**config.mk**
```make
export PLATFORM = sky130hd
export DESIGN_NAME = wb_fifo_arbiter_flat
export DESIGN_NICKNAME = d
export VERILOG_FILES = /design/src/rtl/wb_fifo_arbiter_pkg.sv /design/src/rtl/wb_fifo_arbiter_if.sv /design/src/rtl/wb_fifo_arbiter_rr_priority_picker.sv /design/src/rtl/wb_fifo_arbiter.sv /design/src/flat_wrapper.sv
export SDC_FILE = /design/constraint.sdc
export NUM_CORES = 1
export LEC_CHECK = 0
export CAP_MARGIN = 20
export CORE_MARGIN = 2
export CORE_UTILIZATION = 37
export DETAILED_ROUTE_END_ITERATION = 12
export PLACE_DENSITY = 0.88
export SLEW_MARGIN = 40
export SYNTH_ARGS = -nofsm -noshare
export SYNTH_HDL_FRONTEND = slang
export SYNTH_SLANG_ARGS = --single-unit
```
**constraint.sdc**
```tcl
create_clock -name clk -period 4.6 [get_ports clk]
set_input_delay 0.92 -clock clk [delete_from_list [all_inputs] [get_ports clk]]
set_output_delay 0.92 -clock clk [all_outputs]
set_load 0.005 [all_outputs]
```
**src/rtl/wb_fifo_arbiter_pkg.sv**
```systemverilog
// Shared writeback-arbiter constants: source count, data width and the
// per-execution-unit source indices seen on wb_src_id.
package wb_fifo_arbiter_pkg;

   localparam int WB_NUM_SOURCES = 4;
   localparam int WB_DATA_WIDTH  = 32;

   typedef logic [$clog2(WB_NUM_SOURCES)-1:0] wb_src_id_t;

   localparam wb_src_id_t WB_SRC_ALU = wb_src_id_t'(0);
   localparam wb_src_id_t WB_SRC_LS  = wb_src_id_t'(1);
   localparam wb_src_id_t WB_SRC_MUL = wb_src_id_t'(2);
   localparam wb_src_id_t WB_SRC_DIV = wb_src_id_t'(3);

endpackage

```
**src/rtl/wb_fifo_arbiter_if.sv**
```systemverilog
// Bundle of source-FIFO views plus the shared writeback port. The master
// modport is the arbiter; the slave modport is the FIFOs and the consumer.
interface wb_fifo_arbiter_if #(
   parameter int NUM_SOURCES = wb_fifo_arbiter_pkg::WB_NUM_SOURCES,
   parameter int DATA_WIDTH  = wb_fifo_arbiter_pkg::WB_DATA_WIDTH
);
   logic [NUM_SOURCES-1:0]                 src_valid;
   logic [NUM_SOURCES-1:0][DATA_WIDTH-1:0] src_data;
   logic [NUM_SOURCES-1:0]                 src_enable;
   logic [NUM_SOURCES-1:0]                 src_pop;
   logic                                   wb_valid;
   logic [DATA_WIDTH-1:0]                  wb_data;
   logic [$clog2(NUM_SOURCES)-1:0]         wb_src_id;
   logic                                   wb_ready;

   modport master (
      input  src_valid, src_data, src_enable, wb_ready,
      output src_pop, wb_valid, wb_data, wb_src_id
   );

   modport slave (
      output src_valid, src_data, src_enable, wb_ready,
      input  src_pop, wb_valid, wb_data, wb_src_id
   );
endinterface

```
**src/rtl/wb_fifo_arbiter_rr_priority_picker.sv**
```systemverilog
// Combinational round-robin picker: first set req bit strictly after
// last_grant, wrapping to index 0.
module rr_priority_picker
   import wb_fifo_arbiter_pkg::*;
#(
   parameter int NUM_SOURCES = WB_NUM_SOURCES,
   localparam int IDW        = $clog2(NUM_SOURCES)
) (
   input  logic [NUM_SOURCES-1:0] req,
   input  logic [IDW-1:0]         last_grant,
   output logic [NUM_SOURCES-1:0] grant_oh,
   output logic [IDW-1:0]         grant_idx,
   output logic                   any_req
);
   logic [NUM_SOURCES-1:0]   upper_mask;
   logic [2*NUM_SOURCES-1:0] dbl_req;

   always_comb begin
      upper_mask = '0;
      for (int i = 0; i < NUM_SOURCES; i++)
         upper_mask[i] = (i > int'(last_grant));
      // Low half only holds requests above last_grant, so the lowest set
      // bit of the doubled vector is the next source in rotation order.
      dbl_req = {req, req & upper_mask};
      grant_idx = '0;
      for (int i = 2*NUM_SOURCES-1; i >= 0; i--)
         if (dbl_req[i]) grant_idx = IDW'(i % NUM_SOURCES);
      any_req  = |req;
      grant_oh = '0;
      for (int i = 0; i < NUM_SOURCES; i++)
         grant_oh[i] = any_req && (grant_idx == IDW'(i));
   end
endmodule

```
**src/rtl/wb_fifo_arbiter.sv**
```systemverilog
// Round-robin drain of several result FIFOs into one registered writeback
// port; the pop and the capture of the granted head happen in the same cycle.
module wb_fifo_arbiter
   import wb_fifo_arbiter_pkg::*;
#(
   parameter int NUM_SOURCES = WB_NUM_SOURCES,
   parameter int DATA_WIDTH  = WB_DATA_WIDTH
) (
   input  logic              clk,
   input  logic              rst,
   wb_fifo_arbiter_if.master bus
);
   localparam int IDW = $clog2(NUM_SOURCES);

   logic [NUM_SOURCES-1:0] req;
   logic [NUM_SOURCES-1:0] grant_oh;
   logic [IDW-1:0]         grant_idx;
   logic                   any_req;
   logic                   load_en;

   logic                  wb_valid_q,   wb_valid_d;
   logic [DATA_WIDTH-1:0] wb_data_q,    wb_data_d;
   logic [IDW-1:0]        wb_src_id_q,  wb_src_id_d;
   logic [IDW-1:0]        last_grant_q, last_grant_d;

   assign req = bus.src_valid & bus.src_enable;

   rr_priority_picker #(.NUM_SOURCES(NUM_SOURCES)) u_picker (
      .req        (req),
      .last_grant (last_grant_q),
      .grant_oh   (grant_oh),
      .grant_idx  (grant_idx),
      .any_req    (any_req)
   );

   // Load when the port is empty or its entry leaves this same cycle.
   assign load_en     = any_req && (!wb_valid_q || bus.wb_ready);
   assign bus.src_pop = (load_en && !rst) ? grant_oh : '0;

   always_comb begin
      wb_valid_d   = wb_valid_q;
      wb_data_d    = wb_data_q;
      wb_src_id_d  = wb_src_id_q;
      last_grant_d = last_grant_q;
      if (load_en) begin
         wb_valid_d   = 1'b1;
         wb_data_d    = bus.src_data[grant_idx];
         wb_src_id_d  = grant_idx;
         last_grant_d = grant_idx;
      end else if (wb_valid_q && bus.wb_ready) begin
         wb_valid_d = 1'b0;
      end
   end

   always_ff @(posedge clk) begin
      if (rst) begin
         wb_valid_q   <= 1'b0;
         wb_data_q    <= '0;
         wb_src_id_q  <= '0;
         last_grant_q <= IDW'(NUM_SOURCES-1);
      end else begin
         wb_valid_q   <= wb_valid_d;
         wb_data_q    <= wb_data_d;
         wb_src_id_q  <= wb_src_id_d;
         last_grant_q <= last_grant_d;
      end
   end

   assign bus.wb_valid  = wb_valid_q;
   assign bus.wb_data   = wb_data_q;
   assign bus.wb_src_id = wb_src_id_q;
endmodule

```
**src/flat_wrapper.sv**
```systemverilog
// flat-port wrapper written by rule: the top's interface ports become plain ports
module wb_fifo_arbiter_flat import wb_fifo_arbiter_pkg::*;
#(
   parameter int NUM_SOURCES = WB_NUM_SOURCES,
   parameter int DATA_WIDTH  = WB_DATA_WIDTH
)
  (clk, rst, bus_src_valid, bus_src_data, bus_src_enable, bus_wb_ready, bus_src_pop, bus_wb_valid, bus_wb_data, bus_wb_src_id);
  wb_fifo_arbiter_if #(.NUM_SOURCES(NUM_SOURCES), .DATA_WIDTH(DATA_WIDTH)) bus_i ();
  input  logic clk;
  input  logic rst;
  input wire logic [$bits(bus_i.src_valid)-1:0] bus_src_valid;
  input wire logic [$bits(bus_i.src_data)-1:0] bus_src_data;
  input wire logic [$bits(bus_i.src_enable)-1:0] bus_src_enable;
  input wire logic [$bits(bus_i.wb_ready)-1:0] bus_wb_ready;
  output wire logic [$bits(bus_i.src_pop)-1:0] bus_src_pop;
  output wire logic [$bits(bus_i.wb_valid)-1:0] bus_wb_valid;
  output wire logic [$bits(bus_i.wb_data)-1:0] bus_wb_data;
  output wire logic [$bits(bus_i.wb_src_id)-1:0] bus_wb_src_id;
  assign bus_i.src_valid = bus_src_valid;
  assign bus_i.src_data = bus_src_data;
  assign bus_i.src_enable = bus_src_enable;
  assign bus_i.wb_ready = bus_wb_ready;
  assign bus_src_pop = bus_i.src_pop;
  assign bus_wb_valid = bus_i.wb_valid;
  assign bus_wb_data = bus_i.wb_data;
  assign bus_wb_src_id = bus_i.wb_src_id;
  wb_fifo_arbiter #(.NUM_SOURCES(NUM_SOURCES), .DATA_WIDTH(DATA_WIDTH)) u_core (.clk(clk), .rst(rst), .bus(bus_i));
endmodule
```
== After elaboration in Yosys (flattened, before gate mapping) ==
Index checks and enable logic that the tools add are counted.
Storage, ports and cells
  output and inout port bits: 39
  bits in registers: 37
Cells by class
  equal/unequal tests: 3
  reductions and logical operators: 13
  mux-type cells: 13
  bitwise gates (word level): 2
  order comparisons: 4
Operator list (count)
  $bmux 32 s2: 1
  $mux 32: 1
  $mux 2: 8
  $and 4x4->4: 2
  $logic_and 1x1->1: 7
  $eq 2x2->1 const B: 2
  $gt 2x2->1 const A: 2
  $mux 4: 1
  $reduce_or 4->1: 1
  $lt 2x3->1 const B: 1
  $eq 2x1->1 const B: 1
  $gt 1x2->1 const A: 1
  $logic_not 1->1: 2
  $logic_not 2->1: 1
  $mux 1: 2
  $reduce_bool 2->1: 1
  $logic_or 1x1->1: 1

== Logic depth before layout (Yosys ltp) ==
  word-level depth: 12
  gate-level depth with buffers: 8

== Hierarchy ==
Synthesis repeated with hierarchy kept, for this count alone.
Second synthesis, totals
  cells, all modules: 167
  area total of the unflattened synthesis: 2155.8 µm²
Modules (own cells, without submodules)
  wb_fifo_arbiter: times used 1, cells each 139, seq. area each 740.7 µm², area each 1994.4 µm²
  rr_priority_picker: times used 1, cells each 28, seq. area each 0.0 µm², area each 161.4 µm²

== Worst setup path after synthesis ==
Ideal clock, no wire load.
  path type: input to output
  from: input bus_src_valid[1]
  to: output bus_src_pop[3]
  data arrival time: 2.189 ns
  data required time: 3.680 ns
  path slack: 1.491 ns
  stages: 7
  path buffers: 2
  cells stage by stage: and2_4 -> nand2_4 -> a221oi_4 -> buf_6 -> buf_4 -> inv_1 -> nor2_1
On the way
  cells in the longest elaborated chain, start to end: 10
  elaborated cells on any way between the ends: 14
  classes of those cells: 1 x eq/ne; 7 x mux; 2 x bitwise; 4 x reduce/logical
RTL lines
  start, declared: RTL line flat_wrapper.sv:11  | input wire logic [$bits(bus_i.src_valid)-1:0] bus_src_valid;
  $and 4x4->4 *: RTL line wb_fifo_arbiter.sv:26  | assign req = bus.src_valid & bus.src_enable;
  $mux 2 (6 in series): RTL line wb_fifo_arbiter_rr_priority_picker.sv:27  | if (dbl_req[i]) grant_idx = IDW'(i % NUM_SOURCES);
  $eq 2x2->1: RTL line wb_fifo_arbiter_rr_priority_picker.sv:31  | grant_oh[i] = any_req && (grant_idx == IDW'(i));
  $logic_and 1x1->1: RTL line wb_fifo_arbiter_rr_priority_picker.sv:31
  $mux 4 *: RTL line wb_fifo_arbiter.sv:38  | assign bus.src_pop = (load_en && !rst) ? grant_oh : '0;
  end, declared: RTL line flat_wrapper.sv:15  | output wire logic [$bits(bus_i.src_pop)-1:0] bus_src_pop;
Every way passes the cells marked *; elsewhere a longest branch is shown, timed or not.

== Worst setup path in the final report ==
  from: input bus_src_valid[3]
  to: output bus_src_pop[0]
On the way
  cells in the longest elaborated chain, start to end: 12
  elaborated cells on any way between the ends: 16
  classes of those cells: 9 x mux; 2 x bitwise; 5 x reduce/logical
RTL lines (RTL line)
  $and 4x4->4 *: wb_fifo_arbiter.sv:26
  $mux 2 (8 in series): wb_fifo_arbiter_rr_priority_picker.sv:27
  $logic_not 2->1: wb_fifo_arbiter_rr_priority_picker.sv:31
  $logic_and 1x1->1: wb_fifo_arbiter_rr_priority_picker.sv:31
  $mux 4 *: wb_fifo_arbiter.sv:38
Marked as above.

==> impl_results.md <==
- Outcome: completed
- Post-CTS Setup Bufs: 0
- DRC Markers: 0
- Detail Route Antenna Nets: 0
- EDFF count, synth: 0
- Clock Tree Buf Depth: 2
- Slowest cell on the critical path: clkdlybuf4s50_1
- Global-route wire length before repair: 14600 um
- Vias per cell: 5.50
- Register bit total from synthesis: 37
- Hold Fails Final Rpt: 0
- Largest net degree at the start of global routing: 29
- Max Cap Viol: 0
- Core ar.: approximately 0.0063 sq mm
- Flop pwr share: between 30% and 40%
- Internal Power: 0.818 mW
- R2R cell count: 6
- Clock buffer count from CTS: 5
- Hold_buf cts: 0
- CP startpoint kind: input port
- Clk root buf: clkbuf_8
- Crit end category: primary output
- Skew-Pair Late Insertion Delay: slightly below 300 ps
- PortBufs: ~180
- Final std cells w/o fill: roughly 560
- Cell variety after synth: 35
- Hold depth: 2
- Fill cells: between 500 and 600
- NetSw: approximately 0.33 mW
- Comb power frac: approximately two fifths
- Pwr Total: between 1 and 1.5 mW
- Sequential-to-total area share from yosys stat: 31.0%
- Top cell types by occurrence after synthesis: 41 x nand2_1, 37 x dfxtp_1, 36 x a21oi_1, 32 x mux2i_1, 30 x nor2_1
- Mapped Nets: roughly 450
- Ranking of synthesized cells by area: dfxtp_1 31%, mux2i_1 13%, a21oi_1 7.5%
- Final critical-path required period: around 4000 ps
- Rows: 29
- Layout cell share with drive strength beyond 1: 5.83%
- Antenna diodes: 0
- Critical path's most frequent cell: clkdlybuf4s50_1
- Post-Syn Area: 0.00239 sq mm
- Ports: 178
- Peak VDD IR: about 0.00019 V
- Critical path type: input port to primary output
- Die area: 0.00712 sq mm
- DP HPWL: between 7000 and 8000 um
- Synth top area share: between 30% and 40%
- Antenna violations before repair: 0
- Grt ovf: 0
- Sink Count: 37
- GPL Wtd Cong: 0.824
- R2r startpoint: u_core.bus.wb_valid
- Relative slew margins: roughly 50%
- PD cells: roughly 260 mW/mm^2
- Die Height: about 84 um
- Vias in the first global route: roughly 3200
- Detailed Routing Iterations Pass 1: 5
- Hold path start: u_core.bus.wb_src_id[1]
- Avg WL per Cell: about 17 um
- Max stage delay on crit path: roughly 540 ps
- CP required: around 3700 ps
- Most frequent cell after synthesis: nand2_1
- Initial DRC Count: around 130
- Worst-path clk slew: about 70 ps
- Crit-path max FO: 16
- Final setup TNS: 0 ps
- RSZ-0062 raised after global routing: no
- Worst-margin pin slew: approximately 740 ps
- Asr flop ratio synth: 0%
- Gate Count Post-Synth: 307
- Htree depth: 2
- GRT Overall Usage: approximately a quarter
- Fmax: 0.250 GHz
- Ys flop type: dfxtp_1
- Max-slew violation count: 0
- Crit path from: bus_src_valid[3]
- Leakage power: between 1.5 and 2 nW
- Placed insts: ~550
- # resized after CTS: 0
- HP Class: register to register
- Setup-failing EPs final: 0
- Synth warnings: 0
- Clk pwr share: 26.0%
- Die Width: about 84 um
- TritonCTS clock tree: built
- Final period util: slightly below 90%
- Avg Inst Size Synth: approximately 7.8 sq um
- Clock Skew: roughly 11 ps
- CP cell instances: clkdlybuf4s50_1 -> a22oi_1 -> o211ai_1 -> nand2_1 -> buf_4 -> nor3b_2 -> clkdlybuf4s50_1
- Synth area leader: dfxtp_1
- Nets: a little over 600
- Drt total wl: 9270 um
- Initial Utilization: approximately 38%
- Total number of vias: between 3000 and 4000
- Sw frac: between 20% and 30%
- Syn-to-layout area delta: 82.7%
- Arr. time, crit path: between 3000 and 4000 ps
metrics by stage:
| step | util (%) | hold slack [ps] | area, sq um | worst slack, ps |
|---|---|---|---|---|
| 2_1_floorplan | - | 482 | 2390 | 1490 |
| 3_3_place_gp | 67.2 | 476 | 4240 | 662 |
| 3_5_place_dp | 67.2 | 488 | 4240 | 561 |
| 4_1_cts | 69.1 | 511 | 4360 | 584 |
| 5_1_grt | 69.2 | 551 | 4370 | 426 |
| 6_report | 69.2 | 508 | 4370 | 594 |
critical path, delay by kind of cell:
kind            cells  cell delay [ps]
simple gates        2              340
compound gates      2              630
buf+inv             3             1190
sequential cells by signal (all words and copies together) (netlist names):
register              count
u_core.bus.wb_data       32
u_core.bus.wb_src_id      2
u_core.last_grant_q       2
u_core.bus.wb_valid       1
final timing paths:
| check | slack, ps | endpoint |
|---|---|---|
| min | 510 | u_core.bus.wb_src_id[1] |
| min reg2reg | 510 | u_core.bus.wb_src_id[1] |
| max reg2reg | 2500 | u_core.bus.wb_data[24] |
| max | 590 | bus_src_pop[0] |
cell type report:
type                    count  area, sq um  share of cell area [%]
well taps                  77         96.3                    2.21
repair buffers            188         1850                    42.5
inverters                   1         3.75                  0.0860
multi-input cells         246         1550                    35.5
clock inverters             2         37.5                   0.860
flip-flops and latches     37          741                    17.0
clock buffers               6         82.6                    1.89
per-layer routing:
metal  global-route usage, %  vias to the layer above  share of wire (%)
met5                       0                        -                  0
met1                    28.3                     1418                 38
met2                    46.3                      153                 52
met4                    10.5                        0                3.2
li1                        -                     1474                  -
met3                    4.33                       20                6.9
power by group through the flow:
stage          registers (mW)  logic (mW)  clock network, mW
6_report                0.403       0.449              0.299
3_5_place_dp            0.411       0.448                  0
3_3_place_gp            0.406       0.436                  0
5_1_grt                 0.410       0.485              0.319
4_1_cts                 0.403       0.450              0.308
2_1_floorplan           0.406       0.184                  0
logic make-up (layout without fill, tap and decap cells):
kind of cell,after synthesis,count (layout),share of synthesized area [%]
compound gates,97,97,26.8
buf+inv,24,197,5.03
flops,37,37,31.0
mux,32,32,13.4
simple gates,117,117,23.8
placed cells by master (no fill, tap or decap):
cell type        count
nor2_1              29
dfxtp_1             37
nand2_1             41
o211ai_1            19
bufinv_16            1
mux2i_1             32
o21bai_1             3
a22oi_1              1
clkdlybuf4s50_1    177
a211o_1              1
nand3_1              1
nor2_2               1
nand3_2              1
and3_1              15
buf_4               11
and2_1               2
a21oi_1             36
nand2_4              1
o221ai_1            15
nor2b_1              1
inv_1                1
nor3b_2              1
a2bb2oi_1            1
nor3_2               1
o21ai_0             16
or2_1                1
o21ai_2              1
a31oi_4              1
or3_1               18
nor3_1               2
nand3b_1             1
clkbuf_8             6
and2_4               1
a31o_1               1
a32oi_1              1
clkinvlp_4           1
a221oi_4             1
Power figures use the tool's default switching activity.
